<file path="config.mk">
export PLATFORM = sky130hd
export DESIGN_NAME = umai_wdata_striper
export DESIGN_NICKNAME = d
export VERILOG_FILES = /design/src/rtl/umai_wdata_striper_pkg.sv /design/src/rtl/umai_wdata_striper.sv
export SDC_FILE = /design/constraint.sdc
export NUM_CORES = 1
export LEC_CHECK = 0
export BUFFER_PORTS_ARGS = -buffer_cell sky130_fd_sc_hd__buf_2
export CAP_MARGIN = 15
export CORE_AREA = 2 2 372 374
export DETAILED_ROUTE_END_ITERATION = 8
export DIE_AREA = 0 0 374 376
export PLACE_DENSITY = 0.48
export SETUP_SLACK_MARGIN = 0.15
export SYNTH_ARGS = -nofsm -noshare
export SYNTH_HDL_FRONTEND = slang
export SYNTH_SLANG_ARGS = --single-unit
</file>
<file path="constraint.sdc">
create_clock -name i_clk -period 4.3 [get_ports i_clk]
set_input_delay 0 -clock i_clk [delete_from_list [all_inputs] [get_ports i_clk]]
set_output_delay 0 -clock i_clk [all_outputs]
set_load 0.01 [all_outputs]
</file>
<file path="src/rtl/umai_wdata_striper_pkg.sv">
// Shared UMAI/AIB definitions: word geometry, header layout and striper states.
package umai_pkg;

    localparam logic [1:0]  DATA       = 2'b10;
    localparam int unsigned WORD_COUNT = 8;
    localparam int unsigned PAYLOAD_W  = 64;
    localparam int unsigned AIB_W      = 72;

    typedef struct packed {
        logic [1:0] wtype;
        logic [2:0] word_idx;
        logic       last;
        logic [1:0] seq;
    } hdr_t;

    typedef enum logic {
        ST_IDLE,
        ST_SEND
    } state_e;

endpackage

</file>
<file path="src/rtl/umai_wdata_striper.sv">
// Splits each 512-bit UMAI write-data beat into eight 72-bit AIB words and
// stripes them round-robin across a configurable contiguous channel group.
module umai_wdata_striper
    import umai_pkg::*;
#(
    parameter int unsigned NumChannels = 6,
    parameter int unsigned SeqWidth    = 2
) (
    input  logic                          i_clk,
    input  logic                          i_rst,
    input  logic [2:0]                    c_first_chn_id,
    input  logic [2:0]                    c_last_chn_id,
    input  logic                          i_wvalid,
    output logic                          o_wready,
    input  logic [511:0]                  i_wdata,
    output logic [NumChannels-1:0]        o_tx_valid,
    input  logic [NumChannels-1:0]        i_tx_ready,
    output logic [NumChannels*AIB_W-1:0]  o_tx_data,
    output logic                          o_busy,
    output logic                          o_cfg_err
);

    localparam logic [3:0] NCH = 4'(NumChannels);

    state_e                          state_q, state_d;
    logic [2:0]                      k_q, k_d;
    logic [2:0]                      ptr_q, ptr_d;
    logic [SeqWidth-1:0]             seq_q, seq_d;
    logic [SeqWidth-1:0]             tag_q, tag_d;
    logic [WORD_COUNT*PAYLOAD_W-1:0] hold_q, hold_d;

    logic       ready_sel;
    logic       hs;
    logic       accept;
    logic [2:0] ptr_adv;
    hdr_t       hdr;
    logic [AIB_W-1:0] word;

    always_comb begin
        o_cfg_err = (c_first_chn_id > c_last_chn_id) || ({1'b0, c_last_chn_id} >= NCH);
        // ptr can only be out of range while idle, so a plain compare-mux is safe
        ready_sel = 1'b0;
        for (int unsigned c = 0; c < NumChannels; c++) begin
            if (ptr_q == 3'(c)) ready_sel = i_tx_ready[c];
        end
        hs       = (state_q == ST_SEND) && ready_sel;
        o_wready = !i_rst && !o_cfg_err &&
                   ((state_q == ST_IDLE) || ((k_q == 3'd7) && hs));
        accept   = i_wvalid && o_wready;
        ptr_adv  = (ptr_q == c_last_chn_id) ? c_first_chn_id : ptr_q + 3'd1;
    end

    always_comb begin
        state_d = state_q;
        k_d     = k_q;
        ptr_d   = ptr_q;
        seq_d   = seq_q;
        tag_d   = tag_q;
        hold_d  = hold_q;
        if (hs) begin
            ptr_d = ptr_adv;
            k_d   = k_q + 3'd1;
            if (k_q == 3'd7) state_d = ST_IDLE;
        end
        // Accept after the handshake update so a back-to-back beat sees the advanced ptr
        if (accept) begin
            state_d = ST_SEND;
            k_d     = 3'd0;
            hold_d  = i_wdata;
            tag_d   = seq_q;
            seq_d   = seq_q + SeqWidth'(1);
            if ((ptr_d < c_first_chn_id) || (ptr_d > c_last_chn_id)) ptr_d = c_first_chn_id;
        end
    end

    always_comb begin
        hdr.wtype    = DATA;
        hdr.word_idx = k_q;
        hdr.last     = (k_q == 3'd7);
        hdr.seq      = 2'(tag_q);
        word         = {hdr, hold_q[{k_q, 6'd0} +: PAYLOAD_W]};
        o_busy       = (state_q == ST_SEND);
        for (int unsigned c = 0; c < NumChannels; c++) begin
            o_tx_valid[c]                 = o_busy && (ptr_q == 3'(c));
            o_tx_data[c*AIB_W +: AIB_W]   = word;
        end
    end

    always_ff @(posedge i_clk) begin
        if (i_rst) begin
            state_q <= ST_IDLE;
            k_q     <= '0;
            ptr_q   <= c_first_chn_id;
            seq_q   <= '0;
            tag_q   <= '0;
            hold_q  <= '0;
        end else begin
            state_q <= state_d;
            k_q     <= k_d;
            ptr_q   <= ptr_d;
            seq_q   <= seq_d;
            tag_q   <= tag_d;
            hold_q  <= hold_d;
        end
    end

endmodule

</file>
==> qor.yml, run 1 <==
route:
  ant_nets: 0
  num_vias: 23650
  wire_per_inst_um: 17.2
  drtIter0Drc: 1261
  wirelength_um: 101000
  dr.pass1.iters: 4
  viasPerCell: 4.04
  drc: 0
die:
  die_x_um: 374
  die_h_um: 376
  coreArea_um2: 137000
  initial_core_util_pct: 18.2
  io_pins: 968
  row_count: 136
  fp.dieArea_um2: 141000
clock_tree:
  cts_made_buffers: 69
  clock_latency_ps: 650
  htree_levels: 3
  cts-root-buf: "clkbuf_16"
  clock-sinks: 523
  cts_tree: "built"
  clkSlewWorstSetupHoldPaths_ps: 70
  clockBufferDepth: 3
worst_setup_path:
  endpoint_kind: "register"
  worst_path_max_delay_cell: "a2111oi_4"
  critical_path_class: "register to register"
  ff2ff_setup_slack_ps: 440
  reg2reg_to: "ptr_q[2]"
  reg2reg_depth: 14
  slowest_delay_ps: 440
  endpoint: "ptr_q[2]"
  crit_fanout: 7
  path_depth: 14
  critical_path_arrival_ps: 4400
  r2r-start: "ptr_q[1]"
  start_kind: "register"
  startpoint: "ptr_q[1]"
  cp.required_ps: 4840
  path_buf_inv: 2
  crit_family: "compound AO/OA/AOI/OAI gates"
  cp_cell_sequence: "inv_1 > ha_1 > nand3b_1 > a2111oi_4 > o31a_1 > mux2_2 > a31oi_1 > ha_1 > inv_1 > a211o_1 > and2_1 > a311o_1 > o22ai_2 > mux2_2"
placed_design:
  gp_congestion: 0.797
  dp.final_hpwl_um: 68500
  dp.cells: 5141
  port_buffers: 955
sta:
  setup_viol: 0
  fin_crit_sh_pct: 89.8
  maxSlewViolCount: 0
  worst_pin_slew_ps: 1070
  hold_viol: 0
  clock.fmax_mhz: 259
  finalClockSkew_ps: 38.2
  slew_headroom_pct: 28.9
  min_period_ps: 3860
  finalSetupTns_ps: 0
  grt_setup_unrepaired: "no"
pwr:
  p_per_area_nw_per_um2: 380
  fin_total_pwr_mw: 14.0
  p_leak_nw: 15.6
  max-vdd-ir-drop_uv: 233
outcome:
  status: "finished, final reports clean"
synth:
  synth.yosys.seq_area_share_pct: 42.1
  synth_area_leaders: "dfxtp_1 (42%), nand2_1 (16%), mux4_2 (12%), buf_4 (11%), a21oi_1 (10%)"
  yosys.area.top_type_share_pct: 42.1
  synth_edf_count: 0
  syn-cell-area_um2: 24900
  synth_cells: 2924
  ys_warn_count: 0
  async_flop_share_pct: 0
  synth_seq_cells: 523
  synth_top_area_cell: "dfxtp_1"
  syn_area_per_cell_um2: 8.50
  synth_cell_types: 37
  synthFlopType: "dfxtp_1"
finish:
  areaGrowthSynthToFinish_pct: 48.3
  finalNetCount: 4541
  final_cell_mix: "nand2_1 (1032), buf_2 (954), dlygate4sd3_1 (579)"
  final_cells: 5855
  drive_gt1_share_pct: 32.2
  layout_commonest_cell: "nand2_1"
  fill_cells: 14719
  multi_input_area_um2: 10800
  regArea_um2: 10500
min_path:
  hold_path.class: "primary input to register"
  worstHoldPathCells: 3
global_routing:
  grt-ovfl-total: 0
  grt_pass1_wl_um: 146000
  grt_max_degree: 179
  grt_usage_pct: 13.7
  grt_pass1_vias: 23383
  antenna_found_initial: 25
flow_run:
  max_cap_viol_count: 0
## sequential cells by signal, indices dropped and copies added (netlist names)
name / flops
ptr_q: 3
o_busy: 1
seq_q: 2
tag_q: 2
k_q: 3
hold_q: 512
## report_power, final
group          switching, mW  internal (mW)
Sequential             0.190           5.18
Clock                   2.43           3.46
Combinational           1.47           1.29
Total                   4.10           9.93
## worst register-to-register path: cells and delay by family, from the launching register on
| kind | cells | cell delay, ps |
|---|---|---|
| simple gates | 2 | 370 |
| fa+ha+maj | 2 | 430 |
| mux | 2 | 720 |
| compound gates | 6 | 1680 |
| buf+inv | 2 | 120 |
| flops | 1 | 410 |
## synth_stat cells (all sizes together) (4+ instances only)
cell type  number
a211oi          4
a21oi         521
and3            6
buf           464
clkbuf        106
dfxtp         523
ha             15
inv            12
mux2           67
mux2i           4
mux4          128
nand2        1032
nor2            5
nor3            5
o21ai           4
## per-stage QoR
step | utilization, % | worst slack (ps) | hold WS (ps) | area (um^2)
3_3_place_gp | 21.0 | 319 | 241 | 28700
5_1_grt | 27.0 | 143 | 68.9 | 36900
3_5_place_dp | 21.0 | 325 | 245 | 28700
4_1_cts | 26.9 | 271 | 5.48 | 36800
6_report | 27.0 | 440 | 93.3 | 36900
2_1_floorplan | - | 631 | 136 | 24900
## cell families after synthesis
logic type	after synthesis	share of synthesized area, %
AND/OR/NAND/NOR	1056	16.1
buffers and inverters	582	14.8
AO/OA/AOI/OAI	542	11.3
flip-flops	523	42.1
multiplexers	199	14.8
adder cells (fa/ha/maj)	15	0.755
XOR/XNOR	5	0.176
other	2	0.0302
## worst min-delay path by stage
stage / start / end / slack [ps]
final: i_rst / hold_q[34] / 90
after global routing: i_rst / hold_q[41] / 70
after CTS: i_rst / hold_q[41] / 5
after detailed placement: i_wdata[254] / hold_q[254] / 240
after global placement: i_wdata[402] / hold_q[402] / 240
after floorplan: i_wdata[0] / hold_q[0] / 140
## repair_timing
item                                    CTS  global route
buffers inserted                          0             2
endpoints found under the setup margin    0             3
endpoints found under the hold margin   515             0
resized for setup                         0             5
hold buffers                            579             0
## routing by layer
metal	part of all wire, %	wire [um]	track usage (%)
met1	44	44300	17.2
met2	48	48100	22.9
met3	5.8	5850	3.48
met4	2.5	2520	4.27
met5	0.13	133	0
## cell type report
type	instances	area share (%)
Clock inverter	34	0.987
Tap cell	1794	6.09
Antenna cell	9	0.0611
Clock buffer	90	5.17
Inverter	12	0.122
Sequential cell	523	28.4
Multi-Input combinational cell	1829	29.3
Timing Repair Buffer	1564	29.9
(Power assumes the default switching activity.)
==> run 2: changes to the inputs <==
==> constraint.sdc (replaced) <==
create_clock -name i_clk -period 4.3 [get_ports i_clk]
set_input_delay 0.86 -clock i_clk [delete_from_list [all_inputs] [get_ports i_clk]]
set_output_delay 0.86 -clock i_clk [all_outputs]
set_load 0.01 [all_outputs]
==> qor.yml, run 2 (same netlist as run 1, synthesis figures left out) <==
outcome:
  status: "finished, final reports clean"
worst_setup_path:
  crit_fanout: 42
  critical_path_class: "register to output port"
  r2r-start: "ptr_q[1]"
  endpoint_kind: "output port"
  reg2reg_depth: 14
  endpoint: "o_tx_data[159]"
  startpoint: "k_q[0]"
  start_kind: "register"
  cp.required_ps: 3440
  reg2reg_to: "ptr_q[2]"
  critical_path_arrival_ps: 3050
  ff2ff_setup_slack_ps: 440
placed_design:
  port_buffers: 955
  gp_congestion: 0.808
  dp.final_hpwl_um: 69300
sta:
  setup_viol: 0
  maxSlewViolCount: 0
  min_period_ps: 3910
  finalClockSkew_ps: 25.5
  fin_crit_sh_pct: 90.8
  finalSetupTns_ps: 0
  clock.fmax_mhz: 256
  hold_viol: 0
  worst_pin_slew_ps: 1270
  grt_setup_unrepaired: "no"
  slew_headroom_pct: 15.4
pwr:
  internal_power_mw: 9.73
  power.share.sequential_pct: 39.3
  p_clk_share_pct: 43.5
  pwr-share-comb_pct: 17.2
  p_per_area_nw_per_um2: 435
  switchingPower_mw: 3.94
  fin_total_pwr_mw: 13.7
  swShare_pct: 28.9
  p_leak_nw: 13.2
  max-vdd-ir-drop_uv: 236
clock_tree:
  post_cts_buffers: 0
  htree_levels: 3
  clockBufferDepth: 3
  post_cts_resize_count: 0
  clkSlewWorstSetupHoldPaths_ps: 60
  clock-sinks: 523
  cts_tree: "built"
  clock_latency_ps: 650
  cts_made_buffers: 68
  cts-root-buf: "clkbuf_16"
  hold_buffers: 0
global_routing:
  grt_max_degree: 183
  grt_pass1_vias: 20230
  grt-ovfl-total: 0
  grt_pass1_wl_um: 136000
  antenna_found_initial: 34
  grt_usage_pct: 13.0
route:
  drtIter0Drc: 1271
  viasPerCell: 4.06
  wirelength_um: 95400
  num_vias: 21511
  dr.pass1.iters: 5
  wire_per_inst_um: 18.0
  ant_nets: 0
  drc: 0
die:
  fp.dieArea_um2: 141000
  die_h_um: 376
  io_pins: 968
  row_count: 136
  initial_core_util_pct: 18.2
  coreArea_um2: 137000
  die_x_um: 374
finish:
  largest_register_ffs: 512
  top_register: "hold_q"
  drive_gt1_share_pct: 37.8
  areaGrowthSynthToFinish_pct: 26.4
  top_regs: "hold_q (512), k_q (3), ptr_q (3)"
  final_cell_mix: "nand2_1 (1032), buf_2 (954), a21oi_1 (521)"
  finalNetCount: 3989
  layout_commonest_cell: "nand2_1"
min_path:
  hold_path.class: "primary input to register"
flow_run:
  max_cap_viol_count: 0
## run 2: changes by cell type in the layout (fill, tap and decap cells not counted), moves of 2 or more
cell,delta
clkinvlp_4,-2
dlygate4sd3_1,-579
clkbuf_8,+4
buf_4,+19
buf_12,+9
clkbuf_1,+4
inv_16,+3
clkinv_2,-7
clkinv_8,-2
## run 2: worst min-delay path by stage
| stage | from | end | slack (ps) | cells past startpoint |
|---|---|---|---|---|
| CTS | i_wdata[487] | hold_q[487] | 340 | 3 |
| global route | i_wdata[487] | hold_q[487] | 360 | 3 |
| floorplan | hold_q[128] | hold_q[128] | 430 | 2 |
| global placement | hold_q[63] | hold_q[63] | 440 | 2 |
| finish | i_wdata[424] | hold_q[424] | 440 | 3 |
| detailed placement | hold_q[128] | hold_q[128] | 440 | 2 |
## run 2: final cells by class
type / count / area (um^2)
fill: 15160 / 105000
multi-input combinational: 1829 / 10800
sequential: 523 / 10500
timing repair buffer: 1013 / 5540
tap: 1794 / 2240
clock buffer: 97 / 1950
clock inverter: 25 / 357
inverter: 12 / 45.0
antenna: 9 / 22.5
## run 2: metal layers
metal / vias up / global-route usage (%) / routed length [um]
li1: 10406 / - / -
met1: 10265 / 16.8 / 41800
met2: 676 / 21.0 / 45000
met3: 144 / 3.44 / 6270
met4: 20 / 3.63 / 2140
met5: - / 0 / 133
## run 2: power by group through the flow
stage	Clock [mW]	Combinational [mW]	Sequential [mW]
6_report	5.95	2.35	5.37
3_5_place_dp	0	2.39	5.48
5_1_grt	6.36	2.60	5.41
4_1_cts	6.19	2.40	5.38
2_1_floorplan	0	1.71	5.40
3_3_place_gp	0	2.38	5.47
## run 2: metrics by stage
step / cell area [um^2] / hold WS [ps] / setup slack (ps) / util [%] / std cells
floorplan: 24900 / 433 / 520 / - / 2934
global placement: 29100 / 439 / 165 / 21.3 / 5171
finish: 31400 / 440 / 394 / 23.0 / 5302
CTS: 31400 / 341 / 217 / 23.0 / 5293
global route: 31400 / 364 / 161 / 23.0 / 5295
detailed placement: 29100 / 444 / 155 / 21.3 / 5171
## run 2: worst max-delay path, cell delays in order (launching register included)
cell and delay, ps:
dfxtp_4 660, buf_12 410, mux4_2 690, mux2_2 410, buf_2 170
==> run 3: changes to the inputs <==
Settings changed: CAP_MARGIN 15 to unset.
Clock period 4.3 ns to 3.95 ns, I/O delays scaled along.
==> qor.yml, run 3 (same netlist as run 1, synthesis figures left out) <==
route:
  wire_per_inst_um: 18.0
  drtIter0Drc: 1179
  num_vias: 21617
  dr.pass1.iters: 5
  wirelength_um: 95500
  viasPerCell: 4.08
  ant_nets: 0
  drc: 0
clock_tree:
  post_cts_buffers: 0
  clock-sinks: 523
  cts_tree: "built"
  cts_made_buffers: 70
  clock_latency_ps: 640
  htree_levels: 3
  hold_buffers: 0
  clockBufferDepth: 3
  clkSlewWorstSetupHoldPaths_ps: 60
  cts-root-buf: "clkbuf_16"
pwr:
  p_per_area_nw_per_um2: 475
  max-vdd-ir-drop_uv: 242
  fin_total_pwr_mw: 14.9
  p_leak_nw: 13.2
global_routing:
  grt_max_degree: 178
  grt_pass1_wl_um: 135000
  grt-ovfl-total: 0
  grt_pass1_vias: 20482
  antenna_found_initial: 40
  grt_usage_pct: 12.9
placed_design:
  pre_cts_ws_ps: 45.5
  port_buffers: 955
  gp_congestion: 0.809
  dp.cells: 5166
  place_area_um2: 29000
  dp.final_hpwl_um: 70000
sta:
  finalSetupTns_ps: 0
  grt_setup_unrepaired: "no"
  setup_ws_ps: 332
  finalClockSkew_ps: 20.7
  clock.fmax_mhz: 276
  maxSlewViolCount: 0
  fin_crit_sh_pct: 91.6
  hold_viol: 0
  slew_headroom_pct: 26.4
  setup_viol: 0
  min_period_ps: 3620
  worst_pin_slew_ps: 1100
finish:
  largest_register_ffs: 512
  top_regs: "hold_q (512), k_q (3), ptr_q (3)"
  top_register: "hold_q"
  fill_cells: 15223
  design_area_um2: 31500
  final_cells: 5303
  areaGrowthSynthToFinish_pct: 26.5
  layout_commonest_cell: "nand2_1"
  finalNetCount: 3986
  final_cell_mix: "nand2_1 (1032), buf_2 (954), a21oi_1 (521)"
  drive_gt1_share_pct: 38.0
die:
  io_pins: 968
  row_count: 136
  die_x_um: 374
  coreArea_um2: 137000
  fp.dieArea_um2: 141000
  initial_core_util_pct: 18.2
  die_h_um: 376
worst_setup_path:
  crit_fanout: 7
  cp_cell_sequence: "inv_1 > ha_2 > nand3b_1 > a2111oi_4 > o31a_1 > mux2_2 > a31oi_2 > ha_1 > inv_1 > a211o_1 > and2_1 > a311o_1 > o22ai_2 > mux2_2"
  slowest_delay_ps: 410
  endpoint_kind: "register"
  cp.required_ps: 4480
  critical_path_class: "register to register"
  worst_path_max_delay_cell: "a2111oi_4"
  critical_path_arrival_ps: 4150
  start_kind: "register"
flow_run:
  max_cap_viol_count: 0
outcome:
  status: "finished, final reports clean"
min_path:
  hold_path.class: "primary input to register"
run 3: cell count changes in the layout (fill, tap and decap cells not counted), sizes merged:
cell,previous run,this run
inv,20,16
clkinv,10,16
clkinvlp,1,2
clkbuf,97,98
buf,1013,1008
bufinv,6,5
diode,9,12
run 3: critical path, delay by kind of cell, from the launching register on:
kind | cells | cell delay (ps)
DFF | 1 | 380
adders and majority gates | 2 | 380
AOI/OAI and AO/OA | 6 | 1580
buffers and inverters | 2 | 110
and+or+nand+nor | 2 | 350
muxes | 2 | 710
run 3: what timing repair did:
item	in CTS	in global routing
gates resized for setup	1	10
setup endpoints to repair	2	3
pin swaps	0	2
run 3: layout make-up:
cell class / instances / area [um^2] / area share, %
Clock inverter: 27 / 338 / 1.07
Inverter: 12 / 45.0 / 0.143
Sequential cell: 523 / 10500 / 33.3
Timing Repair Buffer: 1008 / 5490 / 17.4
Multi-Input combinational cell: 1829 / 10800 / 34.4
Clock buffer: 98 / 2020 / 6.42
Antenna cell: 12 / 30.0 / 0.0954
Tap cell: 1794 / 2240 / 7.13
run 3: path summary, 6_finish.rpt:
path	from	to	slack (ps)	cells after the start
setup / recovery	ptr_q[1]	ptr_q[1]	330	14
hold / removal	i_wdata[323]	hold_q[323]	370	3
setup reg to reg	ptr_q[1]	ptr_q[1]	330	14
hold reg to reg	hold_q[237]	hold_q[237]	450	2
run 3: through the flow:
stage	util, %	hold WS (ps)
final	23.0	374
after global routing	23.0	309
after CTS	23.0	274
after detailed placement	21.3	443
after global placement	21.3	439
after floorplan	-	433
run 3: layer usage:
layer	track usage, %	share of wire (%)	vias to the layer above
li1	-	-	10405
met1	16.1	43	10318
met2	20.8	47	720
met3	4.18	7.5	148
met4	4.59	2.7	26
met5	0	0.18	-
run 3: where the power goes:
part | internal [mW] | switching (mW)
logic | 1.08 | 1.51
clock network | 3.92 | 2.60
registers | 5.64 | 0.191
